===== config.mk =====
export PLATFORM = sky130hd
export DESIGN_NAME = pc_fetch_ctrl
export DESIGN_NICKNAME = d
export VERILOG_FILES = /design/src/rtl/pc_fetch_ctrl.sv
export SDC_FILE = /design/constraint.sdc
export NUM_CORES = 1
export LEC_CHECK = 0
export CORE_ASPECT_RATIO = 1.25
export CORE_MARGIN = 2
export CORE_UTILIZATION = 48
export CTS_CLUSTER_SIZE = 25
export DETAILED_ROUTE_END_ITERATION = 10
export GPL_ROUTABILITY_DRIVEN = 1
export GPL_TIMING_DRIVEN = 0
export PLACE_DENSITY = 0.88
export SYNTH_ARGS = -nofsm -noshare
export SYNTH_HDL_FRONTEND = slang
export SYNTH_SLANG_ARGS = --single-unit

===== constraint.sdc =====
create_clock -name clk -period 6.6 [get_ports clk]
set_input_delay 0.66 -clock clk [delete_from_list [all_inputs] [get_ports clk]]
set_output_delay 0.66 -clock clk [all_outputs]
set_load 0.05 [all_outputs]

===== src/rtl/pc_fetch_ctrl.sv =====
// Fetch-stage PC sequencer: next-PC select, PC enable, flushes, deferred redirects, imem watchdog.
// Optional FETCH_PERF_EN builds a saturating fetch-stall cycle counter on stall_cycles_o.
module pc_fetch_ctrl #(
  parameter int                DATA_W       = 32,
  parameter logic [DATA_W-1:0] RESET_VECTOR = 32'hBFC0_0000,
  parameter int                TIMEOUT      = 64
) (
  input  logic              clk,
  input  logic              rst_n,
  input  logic [DATA_W-1:0] pc_i,
  input  logic              stall_i,
  input  logic              br_taken_i,
  input  logic [DATA_W-1:0] br_target_i,
  input  logic              jmp_i,
  input  logic [DATA_W-1:0] jmp_target_i,
  input  logic              imem_ready_i,
  output logic              imem_req_o,
  output logic [DATA_W-1:0] pc_next_o,
  output logic              pc_en_o,
  output logic              fetch_valid_o,
  output logic              flush_ifid_o,
  output logic              flush_idex_o,
  output logic              fetch_err_o,
  output logic [DATA_W-1:0] stall_cycles_o
);

  localparam int WD_W = (TIMEOUT > 1) ? $clog2(TIMEOUT + 1) : 1;

  typedef enum logic [1:0] {BOOT, FETCH, ERR} state_t;

  state_t            state, state_nxt;
  logic              pend_v, pend_v_nxt;
  logic              pend_br, pend_br_nxt;
  logic [DATA_W-1:0] pend_tgt, pend_tgt_nxt;
  logic [WD_W-1:0]   wd_cnt, wd_cnt_nxt;
  logic              redir_br, redir_jmp, wd_hit;

  // A stalled ID stage re-presents its jump later, so a jump only counts when not stalled.
  assign redir_br  = br_taken_i;
  assign redir_jmp = jmp_i & ~stall_i & ~br_taken_i;
  assign wd_hit    = (TIMEOUT > 0) && (wd_cnt == WD_W'(TIMEOUT - 1));

  always_comb begin
    state_nxt     = state;
    pend_v_nxt    = pend_v;
    pend_br_nxt   = pend_br;
    pend_tgt_nxt  = pend_tgt;
    wd_cnt_nxt    = '0;
    imem_req_o    = 1'b0;
    pc_next_o     = pc_i;
    pc_en_o       = 1'b0;
    fetch_valid_o = 1'b0;
    flush_ifid_o  = 1'b0;
    flush_idex_o  = 1'b0;
    fetch_err_o   = 1'b0;
    case (state)
      BOOT: begin
        pc_next_o = RESET_VECTOR;
        state_nxt = FETCH;
      end
      FETCH: begin
        imem_req_o   = 1'b1;
        flush_ifid_o = redir_br | redir_jmp;
        flush_idex_o = redir_br;
        if (imem_ready_i) begin
          if (redir_br || redir_jmp || pend_v) begin
            pc_en_o    = 1'b1;
            pend_v_nxt = 1'b0;
            if (redir_br)    pc_next_o = br_target_i;
            else if (pend_v) pc_next_o = pend_tgt;
            else             pc_next_o = jmp_target_i;
          end else if (!stall_i) begin
            pc_next_o     = pc_i + DATA_W'(4);
            pc_en_o       = 1'b1;
            fetch_valid_o = 1'b1;
          end
        end else begin
          wd_cnt_nxt = wd_cnt + WD_W'(1);
          // A pending branch is older than any jump behind it, so jumps never displace it.
          if (redir_br) begin
            pend_v_nxt   = 1'b1;
            pend_br_nxt  = 1'b1;
            pend_tgt_nxt = br_target_i;
          end else if (redir_jmp && !(pend_v && pend_br)) begin
            pend_v_nxt   = 1'b1;
            pend_br_nxt  = 1'b0;
            pend_tgt_nxt = jmp_target_i;
          end
          if (wd_hit) state_nxt = ERR;
        end
      end
      ERR: begin
        fetch_err_o = 1'b1;
      end
      default: state_nxt = BOOT;
    endcase
  end

  // Control state register boundary
  always_ff @(posedge clk or negedge rst_n) begin
    if (!rst_n) begin
      state   <= BOOT;
      pend_v  <= 1'b0;
      pend_br <= 1'b0;
      wd_cnt  <= '0;
    end else begin
      state   <= state_nxt;
      pend_v  <= pend_v_nxt;
      pend_br <= pend_br_nxt;
      wd_cnt  <= wd_cnt_nxt;
    end
  end

  // Pending target is qualified by pend_v and needs no reset
  always_ff @(posedge clk) begin
    pend_tgt <= pend_tgt_nxt;
  end

`ifdef FETCH_PERF_EN
  function automatic logic [DATA_W-1:0] sat_inc(input logic [DATA_W-1:0] v);
    return (v == '1) ? v : v + DATA_W'(1);
  endfunction

  logic [DATA_W-1:0] stall_cnt;

  // Performance counter boundary
  always_ff @(posedge clk or negedge rst_n) begin
    if (!rst_n)                        stall_cnt <= '0;
    else if (state == FETCH && !pc_en_o) stall_cnt <= sat_inc(stall_cnt);
  end

  assign stall_cycles_o = stall_cnt;
`else
  assign stall_cycles_o = '0;
`endif

endmodule


==> After elaboration in Yosys (flattened, before gate mapping) <==
Index checks and enable logic that the tools add are counted.
W data, S select, Z words.
{ "op_classes": {"magnitude_cmp": 0, "eq_ne": 6, "div_mod_pow": 0, "n_mux": 30, "bitwise": 7, "n_addsub": 2, "mul": 0, "reduce_logical": 11, "n_shift": 0} }
{ "ops": {"columns": ["op", "n"], "rows": [
  ["$mux W32", 7],
  ["$pmux W32 S2", 1],
  ["$add A32 B3 Y32 const B", 1],
  ["$mux W1", 17],
  ["$mux W7", 2],
  ["$reduce_and A3 Y1", 3],
  ["$add A7 B1 Y7 const B", 1],
  ["$eq A7 B6 Y1 const B", 1],
  ["$pmux W2 S3", 1],
  ["$mux W2", 2],
  ["$ne A2 B2 Y1 const B", 2],
  ["$not A1 Y1", 4],
  ["$reduce_bool A3 Y1", 1],
  ["$and A1 B1 Y1", 2],
  ["$eq A2 B1 Y1 const B", 1],
  ["$eq A2 B2 Y1 const B", 1],
  ["$logic_and A1 B1 Y1", 2],
  ["$logic_not A2 Y1", 1],
  ["$logic_or A1 B1 Y1", 2],
  ["$ne A2 B1 Y1 const B", 1],
  ["$reduce_bool A2 Y1", 1],
  ["$logic_not A1 Y1", 1],
  ["$or A1 B1 Y1", 1]
]} }
{ "word_totals": {"ff_bits": 43, "rom_bits": 0, "mem_bits_rw": 0, "output_inout_bits": 70, "latch_bits": 0, "in_bits": 102, "mem_count": 0} }

==> Logic depth before layout (Yosys ltp) <==
{ "depth": {"ltp_word": 8, "ltp_mapped": 8} }

==> Worst setup path after synthesis <==
OpenSTA, ideal clock, no wires.
{ "synth_path": {"kind": "input-to-output", "start": "input port pc_i[12]", "end": "output port pc_next_o[30]", "stages": 6, "setup_slack_ns": 3.057, "arrival_ns": 2.883, "path_cell_list": "buf_2 -> nand4_1 -> nor4_1 -> nand4_1 -> xor2_1 -> o21ai_0"} }
{ "synth_between": {"elab_chain_cells": 5} }
{ "synth_lines": {"columns": ["item", "line", "source"], "rows": [
  ["start, declared", "10", "input logic [DATA_W-1:0] pc_i,"],
  ["$add A32 B3 Y32", "73", "pc_next_o = pc_i + DATA_W'(4);"],
  ["$mux W32", "72", "end else if (!stall_i) begin"],
  ["$mux W32", "66", "if (redir_br || redir_jmp || pend_v) begin"],
  ["$mux W32", "65", "if (imem_ready_i) begin"],
  ["$pmux W32 S2", "56", "case (state)"],
  ["end, declared", "18", "output logic [DATA_W-1:0] pc_next_o,"]
]} }
No other way between the ends.

==> Worst setup path after layout <==
{ "layout_path": {"start": "input port pc_i[2]", "end": "output port pc_next_o[14]"} }
The elaborated chain is that of the path after synthesis.

==> metrics.cfg <==
[finish]
stdcell_count=777
final_common_cell=clkdlybuf4s50_1
regArea_mm2=0.001236
multi_input_area_mm2=0.002581
drive_above_1_share_pct=12.41
final_cell_mix=135 x clkdlybuf4s50_1, 51 x o21ai_0, 38 x a21oi_1
antenna_cells=0
fillers=721
layout-area-overhead-vs-synth_pct=41.06
nets=780

[clock_tree]
cts_hold_buf=0
cts_buffer_depth=2
cts-resized-gates=0
cts_setup_buffers=0
clkSinkCount=43
clk_pin_slew_ns=0.08
cts_max_level=2
cts_buffers=5
cts_tree=built
clk_latency_ns=0.32
root_buffer=clkbuf_8

[detailed_routing]
via_count=4595
wirelength_um=15170
drtIter0Drc=427
viasPerCell=5.914
firstDrtPassIters=5
ant_nets=0
drc_errors=0
wire_per_inst_um=19.52

[die]
pin_count=172
initial_utilization_pct=48.74
rows=38
die_height_um=108.2
core_mm2=0.008558
die_w_um=87.38
die-area_mm2=0.009457

[global_route]
grt_antenna_before_repair=0
grt_max_degree=33
grt_pass1_wl_um=23050
grt_pass1_vias=4427
track_usage_pct=31.87
gr-total-overflow=0

[logic_synthesis]
syn-cell-area_mm2=0.004172
synthMuxAreaShare_pct=13.41
synth_fa_ha_area_share_pct=0.5999
ys_seq_area_share_pct=29.63
synth_area_leaders=edfxtp_1 23%, mux2i_1 7.2%, dfrtp_1 6.6%, mux2_2 6.2%, o21ai_0 6.1%
synth_cells=503
ys_ff_latch=43
synth_xor_area_share_pct=1.050
synthSimpleGateAreaFrac_pct=18.45
synth_top_family_by_area=compound AO/OA/AOI/OAI gates
synth_compound_area_share_pct=25.31
synth_warnings=0
synth-main-ff-cell=edfxtp_1
async_reset_ff_share_pct=25.58
synth-edff-count=32
yosysTopAreaCell=edfxtp_1
synth_cell_type_count=62
avgSynthCellArea_um2=8.293
yosysTopAreaCellShare_pct=23.04

[critical_path]
startpoint=pc_i[2]
critPathLaunchType=input port
critPathKind=in -> out
crit_required_ns=5.94
setup.worst_path.end_class=output port
path_max_fanout=7
rrSetupSlack_ns=4.18
arrival_ns=4.11
r2r-start=state[0]

[power_and_ir_drop]
ir_drop_v=0.0001062
p_total_w=0.0009748
powerDensity_mw_per_mm2=165.7
p_leak_nw=2.379

[timing]
tightestPinTransition_ns=1.324
fin_tns_setup_ns=0
drv_slew=0
skew_ns=0.003697
fmax_mhz=209.6
rsz0062_at_grt=no
final_hold_viol_count=0
finalCritPeriodShare_pct=72.27
finalSetupViolCount=0
relSlewSlack_pct=10.90
finalCriticalPeriod_ns=4.770

[placement]
gp_congestion=0.9782
place_inst=769
numPortBuffers=135
post-dp-hpwl_um=11700

[min_path]
hp-class=reg -> reg
hp-start=wd_cnt[0]

[flow_run]
maxCapViolCount=0

[outcome]
status=completed

## report_power, final
part	internal [W]	switching, W	leakage, nW	total [W]
sequential	0.000310	0.00000632	0.445	0.000316
clock	0.000107	0.000103	0.0594	0.000210
combinational	0.000177	0.000271	1.87	0.000448
## final cells by class
cell class	instances	area share, %
Multi-Input combinational cell	405	43.87
Timing Repair Buffer	135	22.96
Sequential cell	43	21.01
Buffer	65	6.783
Tap cell	100	2.126
Clock buffer	7	1.829
Inverter	21	1.340
Clock inverter	1	0.08505
## synth_stat cells (all sizes together), types with 2 or more instances
library cell and number:
a211oi 3, a21o 9, a21oi 38, a22o 6, a31oi 8, a32o 3
and2 4, and3 3, and4 2, and4b 2, buf 51, clkbuf 14
dfrtp 11, edfxtp 32, ha 2, inv 20, mux2 23, mux2i 30
nand2 35, nand2b 2, nand3 17, nand3b 3, nand4 12, nor2 35
nor2b 12, nor3 5, nor4 5, o211ai 4, o21a 3, o21ai 52
o21ba 2, o21bai 5, o221ai 6, o22ai 11, o31a 3, o31ai 3
or3 5, xor2 4
## kinds of logic (layout without fill, tap and decap cells)
group / count (synthesis) / after routing
mux: 53 / 53
xor+xnor: 5 / 5
buf+inv: 86 / 229
fa+ha+maj: 2 / 2
flops: 43 / 43
compound gates: 167 / 167
other cells: 1 / 32
simple gates: 146 / 146
## final timing paths
check | endpoint | depth (start not counted)
worst max register to register | pend_tgt[31] | 5
max in group asynchronous | pend_br | 1
min in group asynchronous | wd_cnt[4] | 1
worst max-delay path | pc_next_o[14] | 8
worst min-delay path | wd_cnt[0] | 1
worst min register to register | wd_cnt[0] | 1
## registers in the layout, summed over array words and instances, names as in the netlist
| name | cells |
|---|---|
| state | 2 |
| pend_tgt | 32 |
| wd_cnt | 7 |
| pend_v | 1 |
| pend_br | 1 |
## metal layers
metal | wire (um) | vias up | share of wire, % | global-route usage [%]
met4 | 382 | 0 | 2.5 | 11.10
met3 | 1235 | 27 | 8.1 | 5.878
met1 | 5950 | 2151 | 39 | 39.75
met5 | 0 | - | 0 | 0
met2 | 7601 | 258 | 50 | 54.60
li1 | - | 2159 | - | -
## per-stage QoR
stage | worst slack [ns] | hold WS (ns) | util, % | cell area (um2)
floorplan | 3.057 | 0.3644 | - | 4288
global placement | 1.914 | 0.4723 | 67.35 | 5764
detailed placement | 1.900 | 0.4725 | 67.44 | 5772
CTS | 1.865 | 0.4839 | 68.76 | 5884
global route | 1.720 | 0.5038 | 68.76 | 5884
finish | 1.830 | 0.4823 | 68.76 | 5884
## worst max-delay path: stages
cell and delay, ns:
clkdlybuf4s50_1 0.55, ha_1 0.24, nand4b_4 0.14, nor3_1 0.86, nand4_1 0.25, o31a_1 0.30
o22ai_1 0.23, clkdlybuf4s50_1 0.86
Note: power is estimated with default switching activity, not from simulation.
